===== src/rtl/vram_fetch_arbiter.sv =====
// vram_fetch_arbiter: shares one 16-bit memory port between paired video fetches (priority) and CPU accesses.
module vram_fetch_arbiter #(
  parameter int AW       = 19,
  parameter int MAX_WAIT = 6
) (
  input  logic          clk_sys,
  input  logic          reset,
  input  logic          fetch_en,
  input  logic [AW-1:0] vram_addr1,
  input  logic [AW-1:0] vram_addr2,
  output logic [15:0]   vram_dout1,
  output logic [15:0]   vram_dout2,
  output logic          vram_valid,
  input  logic          cpu_req,
  input  logic          cpu_we,
  input  logic [1:0]    cpu_be,
  input  logic [AW-1:0] cpu_addr,
  input  logic [15:0]   cpu_din,
  output logic [15:0]   cpu_dout,
  output logic          cpu_ack,
  output logic          mem_req,
  output logic          mem_we,
  output logic [1:0]    mem_be,
  output logic [AW-1:0] mem_addr,
  output logic [15:0]   mem_din,
  input  logic [15:0]   mem_dout,
  input  logic          mem_ack,
  output logic          timeout
);
  typedef enum logic [1:0] {IDLE, V1, V2, CPU} state_t;
  localparam int WW = $clog2(MAX_WAIT + 2);
  localparam logic [WW-1:0] WMAX = WW'(MAX_WAIT);
  localparam logic [WW-1:0] WSAT = WW'(MAX_WAIT + 1);
  state_t state_q, state_d;
  logic [2*AW-1:0] cur, last_q, last_d, pair_q, pair_d;
  logic chg, fire;
  logic pending_q, pending_d, stale_q, stale_d, req_q, req_d;
  logic valid_q, valid_d, ack_q, ack_d, timeout_q, timeout_d;
  logic [15:0] sh_q, sh_d, d1_q, d1_d, d2_q, d2_d, cdout_q, cdout_d, cdin_q, cdin_d;
  logic [AW-1:0] caddr_q, caddr_d;
  logic cwe_q, cwe_d;
  logic [1:0] cbe_q, cbe_d;
  logic [WW-1:0] wait_q, wait_d;
  always_comb begin
    cur       = {vram_addr1, vram_addr2};
    chg       = fetch_en && (cur != last_q);
    fire      = req_q && mem_ack;
    last_d    = chg ? cur : last_q;
    pending_d = fetch_en && (pending_q || chg);
    // a fetch whose pair moved on, or whose fetching was disabled, must not be published
    stale_d   = stale_q || ((state_q == V1 || state_q == V2) && (chg || !fetch_en));
    req_d     = (state_q != IDLE) && !fire;
    wait_d    = !req_q ? '0 : (wait_q == WSAT ? wait_q : wait_q + 1'b1);
    timeout_d = timeout_q || (wait_d > WMAX);
    state_d   = state_q;
    pair_d    = pair_q;
    sh_d      = sh_q;
    d1_d      = d1_q;
    d2_d      = d2_q;
    valid_d   = 1'b0;
    ack_d     = 1'b0;
    cdout_d   = cdout_q;
    caddr_d   = caddr_q;
    cwe_d     = cwe_q;
    cbe_d     = cbe_q;
    cdin_d    = cdin_q;
    case (state_q)
      IDLE: begin
        if (pending_d) begin
          state_d = V1;
          pair_d  = last_d;
          stale_d = 1'b0;
        end else if (cpu_req) begin
          state_d = CPU;
          caddr_d = cpu_addr;
          cwe_d   = cpu_we;
          cbe_d   = cpu_be;
          cdin_d  = cpu_din;
        end
      end
      V1: if (fire) begin
        sh_d    = mem_dout;
        state_d = stale_d ? IDLE : V2;
      end
      V2: if (fire) begin
        state_d = IDLE;
        if (!stale_d) begin
          d1_d      = sh_q;
          d2_d      = mem_dout;
          valid_d   = 1'b1;
          pending_d = 1'b0;
        end
      end
      default: if (fire) begin
        cdout_d = mem_dout;
        ack_d   = 1'b1;
        state_d = IDLE;
      end
    endcase
  end
  always_ff @(posedge clk_sys or posedge reset) begin
    if (reset) begin
      state_q   <= IDLE;
      last_q    <= '1;
      pair_q    <= '0;
      pending_q <= 1'b0;
      stale_q   <= 1'b0;
      req_q     <= 1'b0;
      valid_q   <= 1'b0;
      ack_q     <= 1'b0;
      timeout_q <= 1'b0;
      sh_q      <= '0;
      d1_q      <= '0;
      d2_q      <= '0;
      cdout_q   <= '0;
      cdin_q    <= '0;
      caddr_q   <= '0;
      cwe_q     <= 1'b0;
      cbe_q     <= '0;
      wait_q    <= '0;
    end else begin
      state_q   <= state_d;
      last_q    <= last_d;
      pair_q    <= pair_d;
      pending_q <= pending_d;
      stale_q   <= stale_d;
      req_q     <= req_d;
      valid_q   <= valid_d;
      ack_q     <= ack_d;
      timeout_q <= timeout_d;
      sh_q      <= sh_d;
      d1_q      <= d1_d;
      d2_q      <= d2_d;
      cdout_q   <= cdout_d;
      cdin_q    <= cdin_d;
      caddr_q   <= caddr_d;
      cwe_q     <= cwe_d;
      cbe_q     <= cbe_d;
      wait_q    <= wait_d;
    end
  end
  assign vram_dout1 = d1_q;
  assign vram_dout2 = d2_q;
  assign vram_valid = valid_q;
  assign cpu_dout   = cdout_q;
  assign cpu_ack    = ack_q;
  assign mem_req    = req_q;
  assign timeout    = timeout_q;
  assign mem_addr   = state_q == V1 ? pair_q[2*AW-1:AW] : state_q == V2 ? pair_q[AW-1:0] :
                      state_q == CPU ? caddr_q : '0;
  assign mem_we     = (state_q == CPU) && cwe_q;
  assign mem_be     = state_q == CPU ? cbe_q : state_q == IDLE ? 2'b00 : 2'b11;
  assign mem_din    = state_q == CPU ? cdin_q : '0;
endmodule


===== config.mk =====
export PLATFORM = sky130hd
export DESIGN_NAME = vram_fetch_arbiter
export DESIGN_NICKNAME = d
export VERILOG_FILES = /design/src/rtl/vram_fetch_arbiter.sv
export SDC_FILE = /design/constraint.sdc
export NUM_CORES = 1
export LEC_CHECK = 0
export BUFFER_PORTS_ARGS = -buffer_cell sky130_fd_sc_hd__buf_2
export CORE_UTILIZATION = 50
export CTS_CLUSTER_SIZE = 12
export DETAILED_ROUTE_END_ITERATION = 10
export PLACE_DENSITY = 0.71
export SETUP_SLACK_MARGIN = 0.1
export SYNTH_ARGS = -nofsm -noshare
export SYNTH_HDL_FRONTEND = slang
export SYNTH_SLANG_ARGS = --single-unit
export TNS_END_PERCENT = 10

===== constraint.sdc =====
create_clock -name clk_sys -period 6.4 [get_ports clk_sys]
set_clock_uncertainty 0.05 [all_clocks]
set_input_delay 0 -clock clk_sys [delete_from_list [all_inputs] [get_ports clk_sys]]
set_output_delay 0 -clock clk_sys [all_outputs]
set_load 0.01 [all_outputs]

[Yosys cells after proc, flatten, opt, wreduce, memory -nomap -nowiden]
Cells that the tools add are included.
Word-level totals
  output and inout port bits: 90
  logic and storage cells: 78
  bits of input ports: 97
  bits in registers: 189
Cells by class
  eq/ne operators: 7
  order comparisons: 1
  reductions and logical operators: 23
  add/subtract/negate cells: 1
  muxes and demuxes: 25
  bitwise gates (word level): 3
Operator list (number)
  19-bit 2-to-1 mux: 3
  38-bit 2-to-1 mux: 1
  38-bit inequality test: 1
  16-bit 2-to-1 mux: 1
  2-bit 2-to-1 mux: 7
  1-bit 2-to-1 mux: 10
  3-bit AND reduction: 3
  1-bit logical AND: 6
  3-bit 2-to-1 mux: 2
  2-bit AND reduction: 3
  1-bit logical OR: 5
  2-bit == test, second input constant: 2
  2-bit case mux with 2 select lines: 1
  2-bit nonzero test: 2
  3-bit by 1-bit adder with 3-bit output, second input constant: 1
  3-bit == test, second input constant: 1
  3-bit greater-than comparator, second input constant: 1
  3-bit inequality test, second input constant: 1
  1-bit NOT: 3
  3-bit OR reduction: 1
  2-bit by 1-bit == test with 1-bit output, second input constant: 1
  1-bit zero test: 2
  2-bit zero test: 1
  2-bit inequality test, second input constant: 1

[Logic depth before layout (Yosys ltp)]
Gate-level depths: netlist of run 1.
  depth in word-level cells: 8
  gate-level depth with buffers: 9
  gate-level depth less buffers: 8

[Least setup slack after synthesis of run 1]
OpenSTA, ideal clock, no wires.
  path kind: reg-to-reg
  start: reg last_q[0]
  end: reg caddr_q[0]
  stages on the path, launching flop included: 9
  clock period less this slack: 2.322 ns
  path slack: 4.078 ns
  arrival: 2.145 ns
  buffers on the path: 2
  required time: 6.223 ns
  library setup time: 0.127 ns
  path through: dfstp_2 -> xnor2_1 -> nand4_1 -> nor4_4 -> a41o_1 -> and3_1 -> buf_6 -> buf_6 -> mux2_1
Between the ends
  longest elaborated chain between the ends: 6
RTL lines
  start: declaration: RTL line 35  | logic [2*AW-1:0] cur, last_q, last_d, pair_q, pair_d;
  start signal: assignment: RTL line 123  | last_q <= last_d;
  38-bit inequality test: RTL line 46  | chg = fetch_en && (cur != last_q);
  1-bit logical AND: RTL line 46
  1-bit logical OR: RTL line 49  | pending_d = fetch_en && (pending_q || chg);
  1-bit logical AND: RTL line 49
  1-bit NOT (no line)
  3-bit AND reduction (no line)
  end signal: assignment: RTL line 136  | caddr_q <= caddr_d;
  end: declaration: RTL line 40  | logic [AW-1:0] caddr_q, caddr_d;
Every way passes these cells.
A chain may end at the register's enable or synchronous reset.

[Final worst setup path of run 1]
  start: reg last_q[23]
  end: reg pair_q[0]
Between the ends
  longest elaborated chain between the ends: 5
  elaborated cells on any way between the ends: 6
  classes of those cells: eq/ne: 1; mux: 1; reduce/logical: 4
RTL lines
  38-bit inequality test (*): RTL line 46
  1-bit logical AND (*): RTL line 46
  1-bit logical OR: RTL line 49
  1-bit logical AND: RTL line 49
  2-bit AND reduction (no line)
  end signal: assignment: RTL line 124  | pair_q <= pair_d;
  end: declaration: RTL line 35
Mark *: on every way between the ends. The rest lies on a longest branch, timed or not.

==> summary.md, run 1 <==
| Metric | Value |
|---|---|
| Outcome | completed |
| Fraction of layout cells with a size suffix above 1 | 36.1% |
| Die height | 133 um |
| Power density cells | between 400 and 500 nW/um^2 |
| Maximum VDD drop | about 0.00027 V |
| Clock slew at reported path FFs | 70 ps |
| Final WL | 21500 um |
| IO Pins | about 190 |
| Setup_tns | 0 ps |
| Setup Buffers After CTS | 0 |
| Startpoint types | flip-flop |
| H-tree lvl count | 4 |
| Crit path capture type | flip-flop |
| Asr flop ratio synth | 100% |
| Sequential share of the synthesized area | 56.0% |
| Sw frac | 34.4% |
| Initial Util | between 50% and 60% |
| Via Count | 6226 |
| Hold_buf cts | 97 |
| Max-Cap Viols | 0 |
| Logic pwr share | 35.4% |
| PostCTS Resize Cnt | 0 |
| #FFs+latches synth | between 150 and 200 |
| Post-synth EDFFs | 0 |
| Final Hold Viols | 0 |
| Drt drc | 0 |
| Top Family by Delay on Critical Path | simple AND/OR/NAND/NOR gates |
| # diodes | 0 |
| TritonCTS clock tree | yes |
| Max-slew violations | 0 |
| DIE WIDTH | 133 um |
| Global placement routability congestion | 0.837 |
| Post-synthesis cell count | 642 |
| Area Overhead vs Synth | 30.4% |
| Initial drt markers | 390 |
| WHS | 261 ps |
| Crit Path Max Fanout | 41 |
| Buf+Inv Stages, Crit Path | 1 |
| Worst path depth | 7 |
| Final Cycle Share | 50.5% |
| Post-DRT Antenna Nets | 0 |
| Grt total ovfl | 0 |
| Crit path required time | 6610 ps |
| Leak Pwr | 5.15 nW |
| Internal reg-to-reg setup slack | 3170 ps |
| Port Buffers | 186 |
| Int Power | 3.11 mW |
| Setup violators final | 0 |
| Num CTS Buffers | 17 |
| Crit path DAT | 3430 ps |
| Minimum clock period | between 3000 and 4000 ps |
| Layout Nets | 1010 |
| Rel. slew slack | a little under a quarter |
| Overall Global Routing Usage | between 20 and 30% |
| Largest net degree at the start of global routing | 110 |
| Hold depth | 3 |
| Worst reg2reg path depth | 7 |
| Synthesized net count | 745 |
| Initial antenna violation count | 0 |
| CTS root buf | clkbuf_16 |
| DR WL/cell | approximately 19 um |
| First-pass GRT wire length | 35000 um |
| Clock buffer depth | 2 |
| Hold crit path type | in -> reg |
| DP HPWL | 14200 um |
| Die ar. | 17600 sq um |
| Critical path start-end classification | reg -> reg |
| Core area | roughly 17000 sq um |
| Avg Synthesized Cell Area | 13.3 sq um |
| CP max-delay cell | and3_2 |
| Number of global-route vias before repair | 6700 |
| Clock share of power | between 20% and 30% |
| Yosys cell types | 40 |
| Sink Count | 189 |
| CP peak stage delay | 850 ps |
| Final Instance Area | 11100 sq um |
| Sw Pwr | 1.63 mW |
| Crit-path cells | xnor2_1 -> nand4_1 -> nor4_4 -> and3_2 -> a21boi_2 -> buf_4 -> a2bb2oi_1 |
| Sequential Power Share | 42.3% |
| Via/cell ratio | between 5 and 6 |
| Synth Warn # | 0 |
| Worst slew pin tran | approximately 1200 ps |
| Placement Cell Area | 9570 sq um |
| DRT Pass-1 Iters | 6 |
| Cell Area, Synth | 8530 sq um |
| Cell row count | 47 |
| Post-synth top flop | dfrtp_1 |
| Fmax | 310 MHz |
| RSZ-0062 raised after global routing | no |
| Clock latency on the worst-skew pair | 430 ps |
==> layer usage <==
layer	vias up	share of wire, %	routed length [um]	global-route usage (%)
met1	3104	44	9380	33.7
met4	0	2.8	595	9.77
met2	222	47	10200	40.9
li1	2850	-	-	-
met3	50	6.1	1310	6.32
met5	-	0	0	0
==> final timing paths <==
check,start,end
min reg2reg,timeout$_DFF_PP0_,timeout$_DFF_PP0_
max,last_q[23]$_DFF_PP1_,pair_q[0]$_DFFE_PP0P_
max reg2reg,last_q[23]$_DFF_PP1_,pair_q[0]$_DFFE_PP0P_
max in group asynchronous,reset,pair_q[26]$_DFFE_PP0P_
min in group asynchronous,reset,cpu_dout[0]$_DFFE_PP0P_
min,cpu_din[9],cdin_q[9]$_DFFE_PP0P_
==> sequential cells by signal, indices dropped and copies added, names as in the netlist, 3 cells and up <==
register,count
cpu_dout,16
vram_dout2,16
caddr_q,19
last_q,38
cdin_q,16
wait_q,3
pair_q,38
sh_q,16
vram_dout1,16
==> final cells by class <==
type	instances	area, sq um
fillers	1206	5520
multi-input cells	399	3490
repair buffers	289	1950
inverters	11	46.3
flip-flops and latches	189	4780
clock buffers	18	439
clock inverters	14	149
well taps	220	275
==> through the flow <==
stage	utilization (%)	power [mW]	worst slack, ps	std cells
after floorplan	-	3.00	1270	642
after global routing	66.8	5.00	3060	1140
final	66.8	4.74	3170	1140
after detailed placement	57.5	3.63	3260	1011
after global placement	57.5	3.55	3370	1011
after CTS	66.8	4.75	3240	1140
==> worst reg2reg max path, cell delays in order, from the launching register on <==
cell and delay, ps:
dfstp_2 560, xnor2_1 130, nand4_1 230, nor4_4 410, and3_2 860, a21boi_2 310
buf_4 320, a2bb2oi_1 190
==> cell families (layout without fill, tap and decap cells) <==
logic type	Yosys count	in the layout	share of synthesized area (%)
compound gates	136	136	11.2
xor+xnor	39	39	4.00
fa+ha+maj	6	6	0.880
buf+inv	54	332	3.26
flops	189	189	56.0
mux	140	140	19.8
simple gates	78	78	4.96
==> synth_stat cells (all sizes together) (4+ instances only) <==
| library cell | number | area [sq um] |
|---|---|---|
| a21oi | 6 | 30.0 |
| a22oi | 18 | 135 |
| a2bb2oi | 38 | 333 |
| and2 | 19 | 119 |
| buf | 20 | 150 |
| clkbuf | 23 | 86.3 |
| dfrtp | 151 | 3780 |
| dfstp | 38 | 998 |
| ha | 6 | 75.1 |
| inv | 11 | 41.3 |
| mux2 | 140 | 1690 |
| nand2 | 30 | 113 |
| nand3 | 4 | 20.0 |
| nand4 | 10 | 62.6 |
| nor2 | 6 | 22.5 |
| o21ai | 25 | 125 |
| o22ai | 38 | 238 |
| xnor2 | 38 | 333 |
==> power by group through the flow <==
stage / clock (mW) / sequential [mW] / combinational, mW
global placement: 0 / 1.98 / 1.58
global route: 1.12 / 2.06 / 1.82
floorplan: 0 / 1.98 / 1.02
CTS: 1.07 / 1.99 / 1.68
detailed placement: 0 / 2.00 / 1.63
finish: 1.06 / 2.01 / 1.68
==> cell usage in the layout (no fill, tap or decap), drive strengths merged <==
cell           n
nand2         30
xnor2         38
a22oi         18
and2          19
and3           2
nor2b          2
a221o          1
a21boi         2
xor2           1
dfstp         38
or2            1
inv           19
nand3          4
a2bb2oi       38
mux2         140
a31oi          1
a41o           1
clkinvlp       3
bufinv         1
nand2b         2
a311oi         1
a21oi          6
a41oi          1
a21o           1
ha             6
buf          192
dlygate4sd3   97
nor4           2
o21ai         25
dfrtp        151
a32o           1
nor2           6
clkbuf        18
nand4         10
clkinv         2
o21a           2
o22ai         38
Note: power is estimated with default switching activity, not from simulation.
==> inputs of run 2 (changes only) <==
==> constraint.sdc (replaced) <==
create_clock -name clk_sys -period 3 [get_ports clk_sys]
set_clock_uncertainty 0.05 [all_clocks]
set_input_delay 0 -clock clk_sys [delete_from_list [all_inputs] [get_ports clk_sys]]
set_output_delay 0 -clock clk_sys [all_outputs]
set_load 0.01 [all_outputs]
==> run 2 against run 1 <==
  * Die area unchanged
  * Register-to-register slack lost 2800 ps
  * Via count grew 1.3%
  * Utilization increased by 0.80 points
  * Global-route usage rose by 0.059 points
  * Cell count rose by 0.96%
  * Total power up 110%
  * Critical path type unchanged
  * Critical endpoint is now cdin_q[10]$_DFFE_PP0P_
  * Cell area up 1.2%
  * Largest power group unchanged
==> summary.md, run 2 (same netlist as run 1, synthesis figures left out) <==
| Metric | Value |
|---|---|
| DRT Pass-1 Iters | 6 |
| Via Count | between 6000 and 7000 |
| Number of global-route vias before repair | 6746 |
| Leak Pwr | 5.22 nW |
| DP HPWL | 14100 um |
| Clock latency on the worst-skew pair | 430 ps |
| IO Pins | 187 |
| Crit path DAT | 2880 ps |
| Max-slew violations | 0 |
| RSZ-0062 raised after global routing | no |
| Rel. slew slack | 46.9% |
| Layout Nets | 1020 |
| Initial Util | 51.3% |
| Fmax | about 380 MHz |
| Via/cell ratio | 5.48 |
| H-tree lvl count | 4 |
| Outcome | completed |
| Max-Cap Viols | 0 |
| Setup Buffers After CTS | 0 |
| DIE WIDTH | 133 um |
| Overall Global Routing Usage | 25.6% |
| Multi-input gate area | roughly 3500 sq um |
| Core area | between 15000 and 20000 sq um |
| Fraction of layout cells with a size suffix above 1 | 36.7% |
| Wire length on met2 | between 10000 and 15000 um |
| Most frequent cells in the layout | buf_2, dfrtp_1, dlygate4sd3_1 |
| Critical path start-end classification | reg -> reg |
| Post-DRT Antenna Nets | 0 |
| Maximum VDD drop | around 0.0005 V |
| Clock slew at reported path FFs | 80 ps |
| Hold crit path type | in -> async |
| Setup violators final | 0 |
| Final Cycle Share | about 87% |
| Power, Total | roughly 10 mW |
| Startpoint types | flip-flop |
| Port Buffers | 186 |
| Grt total ovfl | 0 |
| CTS root buf | clkbuf_16 |
| Setup_tns | 0 ps |
| Power density cells | 899 nW/um^2 |
| Met1 Wirelength | approximately 9400 um |
| Final WL | 21400 um |
| Highest routing layer actually used | met4 |
| Crit Path Max Fanout | 38 |
| Clock buffer depth | 2 |
| Initial antenna violation count | 1 |
| PostCTS Resize Cnt | 0 |
| Global placement routability congestion | 0.790 |
| DR WL/cell | 18.6 um |
| Hold_buf cts | 97 |
| First-pass GRT wire length | 35100 um |
| Cell row count | 47 |
| Area Overhead vs Synth | 32.0% |
| Worst slew pin tran | 795 ps |
| Num CTS Buffers | 17 |
| Sink Count | 189 |
| Crit path required time | 3250 ps |
| Final Hold Viols | 0 |
| Minimum clock period | 2620 ps |
| Drt drc | 0 |
| Regs by FF count | last_q x38, pair_q x38, caddr_q x19 |
| TritonCTS clock tree | yes |
| Die height | 133 um |
| Commonest non-fill, non-tap cell in the layout | buf_2 |
| Die ar. | 17600 sq um |
| Core Util, Final | roughly two thirds |
| Flip-flop and latch area | 4780 sq um |
| WL met3 | 1270 um |
| Largest net degree at the start of global routing | 98 |
| # fillers | about 1200 |
| Initial drt markers | 349 |
| Crit path capture type | flip-flop |
run 2: cell count changes in the layout (fill, tap and decap cells not counted), moves of 2 or more:
cell	before	now
buf_12	0	5
clkinv_8	0	3
clkinv_4	1	3
clkinvlp_4	3	1
buf_4	6	11
run 2: routing by layer:
layer  vias up  global-route usage [%]
met5         -                       0
met3        28                    6.51
met1      3169                    33.7
li1       2879                       -
met2       228                    42.0
met4         0                    7.54
run 2: power by group:
group	leakage [nW]	switching, mW	internal, mW
Sequential	2.22	0.623	3.61
Combinational	2.71	1.80	1.86
Clock	0.289	1.10	1.12
run 2: worst paths after layout:
path | cells after the start | from | end | slack (ps)
setup / recovery | 7 | last_q[14]$_DFF_PP1_ | cdin_q[10]$_DFFE_PP0P_ | 380
hold / removal | 4 | reset | sh_q[2]$_DFFE_PP0P_ | 230
setup reg to reg | 7 | last_q[14]$_DFF_PP1_ | cdin_q[10]$_DFFE_PP0P_ | 380
hold reg to reg | 1 | timeout$_DFF_PP0_ | timeout$_DFF_PP0_ | 410
max in group asynchronous | 4 | reset | last_q[0]$_DFF_PP1_ | 2230
min in group clk_sys | 3 | cpu_din[13] | cdin_q[13]$_DFFE_PP0P_ | 270
run 2: worst max-delay path, cell delays in order (launching register included):
cell	delay [ps]
dfstp_2	560
xnor2_1	160
nand4_1	200
nor4_4	410
a41o_1	280
and3_2	220
buf_12	220
mux2_1	370
run 2: layout make-up:
type / count / area share, %
inverter: 11 / 0.400
multi-input combinational: 399 / 31.0
tap: 220 / 2.44
clock buffer: 17 / 3.78
sequential: 189 / 42.4
clock inverter: 15 / 1.46
timing repair buffer: 299 / 18.5
antenna: 1 / 0.0222
run 2: stage by stage:
stage / instances / cell area, sq um / hold slack [ps] / worst slack [ps]
after global placement: 1021 / 9700 / 166 / 507
after floorplan: 642 / 8540 / 52.8 / 547
after global routing: 1151 / 11300 / 263 / 278
after detailed placement: 1021 / 9700 / 170 / 416
after CTS: 1150 / 11300 / 249 / 385
final: 1151 / 11300 / 231 / 378
==> inputs of run 3 (changes only) <==
--- a/config.mk
+++ b/config.mk
@@ -10,6 +10,7 @@
 export CTS_CLUSTER_SIZE = 12
 export DETAILED_ROUTE_END_ITERATION = 10
 export PLACE_DENSITY = 0.71
+export REMOVE_ABC_BUFFERS = 1
 export SETUP_SLACK_MARGIN = 0.1
 export SYNTH_ARGS = -nofsm -noshare
 export SYNTH_HDL_FRONTEND = slang
==> constraint.sdc (replaced) <==
create_clock -name clk_sys -period 3 [get_ports clk_sys]
set_clock_uncertainty 0.05 [all_clocks]
set_input_delay 0.3 -clock clk_sys [delete_from_list [all_inputs] [get_ports clk_sys]]
set_output_delay 0.3 -clock clk_sys [all_outputs]
set_load 0.01 [all_outputs]
==> run 3 against run 2 <==
  * Die area unchanged
  * Total power down 2.1%
  * Via count down 6.8%
  * Critical path depth down 1
  * Register-to-register slack better by 20 ps
==> summary.md, run 3 (same netlist as run 1, synthesis figures left out) <==
| Metric | Value |
|---|---|
| DIE WIDTH | 133 um |
| Worst slew pin tran | between 1000 and 1500 ps |
| Die ar. | 17600 sq um |
| Grt total ovfl | 0 |
| Rel. slew slack | between 20% and 30% |
| Num CTS Buffers | 17 |
| Die height | around 130 um |
| Sequential Power Share | between 40% and 50% |
| Clock share of power | 22.5% |
| Startpoint types | flip-flop |
| Int Power | 6.56 mW |
| Port Buffers | around 190 |
| Placed cells | ~1000 |
| Area Overhead vs Synth | 20.6% |
| Overall Global Routing Usage | approximately a quarter |
| Core area | around 17000 sq um |
| Clock latency on the worst-skew pair | about 430 ps |
| Regs by FF count | last_q x38, pair_q x38, caddr_q x19 |
| Via Count | slightly below 6000 |
| Top Family by Delay on Critical Path | buffers and inverters |
| DP HPWL | approximately 13000 um |
| Outcome | completed |
| Flip-flop and latch area | between 4000 and 5000 sq um |
| Setup violators final | 0 |
| Sink Count | roughly 190 |
| Fraction of layout cells with a size suffix above 1 | about two fifths |
| CP peak stage delay | 420 ps |
| RSZ-0062 raised after global routing | no |
| # fillers | ~1300 |
| IO Pins | about 190 |
| PostCTS Resize Cnt | 0 |
| Final Instance Area | 10300 sq um |
| Crit path required time | roughly 2700 ps |
| CP max-delay cell | dfrtp_1 |
| CTS root buf | clkbuf_16 |
| Minimum clock period | 2620 ps |
| Via/cell ratio | 5.57 |
| Crit path DAT | 2270 ps |
| H-tree lvl count | 4 |
| Hold_buf cts | 1 |
| Post-DRT Antenna Nets | 0 |
| DRT Pass-1 Iters | 5 |
| Logic pwr share | 35.1% |
| Multi-input gate area | 3490 sq um |
| Initial Util | 51.3% |
| Crit-path cells | inv_1 -> ha_1 -> buf_4 -> a21oi_1 -> o21ai_0 -> buf_2 |
| Commonest non-fill, non-tap cell in the layout | buf_2 |
| Non-Filler Instances | 1055 |
| Largest net degree at the start of global routing | 78 |
| Final Cycle Share | 87.3% |
| Number of global-route vias before repair | 6251 |
| Max-Cap Viols | 0 |
| Sw frac | about a third |
| Crit Path Max Fanout | 14 |
| Maximum VDD drop | 0.000529 V |
| TritonCTS clock tree | yes |
| Power density cells | between 900 and 1000 nW/um^2 |
| Buf+Inv Stages, Crit Path | 3 |
| Initial antenna violation count | 2 |
| Placement Cell Area | 9690 sq um |
| Final Hold Viols | 0 |
| Cell row count | 47 |
| Sw Pwr | 3.34 mW |
| Leak Pwr | just under 5 nW |
| First-pass GRT wire length | between 30000 and 40000 um |
| Crit path capture type | output pin |
| Global placement routability congestion | 0.851 |
| DR WL/cell | 18.6 um |
| Clock buffer depth | 2 |
| Max-slew violations | 0 |
| Initial drt markers | 306 |
| Critical path start-end classification | reg -> out |
| Most frequent cells in the layout | buf_2, dfrtp_1, mux2_1 |
| Final WL | 19600 um |
| Setup_tns | 0 ps |
| Hold crit path type | in -> reg |
| Clock slew at reported path FFs | 70 ps |
| Setup Buffers After CTS | 0 |
| Layout Nets | 924 |
| Drt drc | 0 |
| Fmax | 382 MHz |
## run 3: stage by stage
| stage | utilization, % | hold WS [ps] | power (mW) | worst slack [ps] |
|---|---|---|---|---|
| 6_report | 61.8 | 22.0 | 9.90 | 380 |
| 5_1_grt | 61.8 | 17.0 | 10.5 | 243 |
| 4_1_cts | 61.8 | 7.20 | 10.0 | 352 |
| 3_5_place_dp | 58.3 | 399 | 7.71 | 406 |
| 3_3_place_gp | 58.3 | 396 | 7.54 | 460 |
| 2_1_floorplan | - | 353 | 6.35 | -2430 |
## run 3: power groups by stage
stage                     clock network, mW  registers, mW  logic [mW]
after floorplan                           0           4.23        2.12
after global placement                    0           4.17        3.38
after detailed placement                  0           4.22        3.49
after CTS                              2.29           4.20        3.51
after global routing                   2.38           4.33        3.80
final                                  2.23           4.20        3.47
## run 3: path summary, 6_finish.rpt
| check | from | to | slack (ps) | cells after the start |
|---|---|---|---|---|
| setup / recovery | state_q[0]$_DFFE_PP0P_ | mem_addr[17] | 380 | 6 |
| min in group asynchronous | reset | cdin_q[11]$_DFFE_PP0P_ | 470 | 3 |
| setup reg to reg | last_q[22]$_DFF_PP1_ | vram_dout1[11]$_DFFE_PP0P_ | 400 | 7 |
| hold reg to reg | timeout$_DFF_PP0_ | timeout$_DFF_PP0_ | 420 | 1 |
| max in group asynchronous | reset | vram_dout1[14]$_DFFE_PP0P_ | 1560 | 4 |
| hold / removal | cpu_din[13] | cdin_q[13]$_DFFE_PP0P_ | 20 | 2 |
## run 3: final cells by class
type	count	share of cell area (%)
diodes	1	0.0243
clock buffers	18	4.17
flip-flops and latches	189	46.4
repair buffers	203	10.8
clock inverters	14	1.46
well taps	220	2.68
inverters	11	0.450
multi-input cells	399	34.0
## run 3: per-layer routing
metal | track usage [%] | part of all wire [%] | up-vias
met3 | 6.74 | 7.2 | 35
li1 | - | - | 2691
met1 | 30.2 | 42 | 2944
met2 | 38.4 | 48 | 205
met5 | 0 | 0.066 | -
met4 | 8.11 | 1.7 | 2
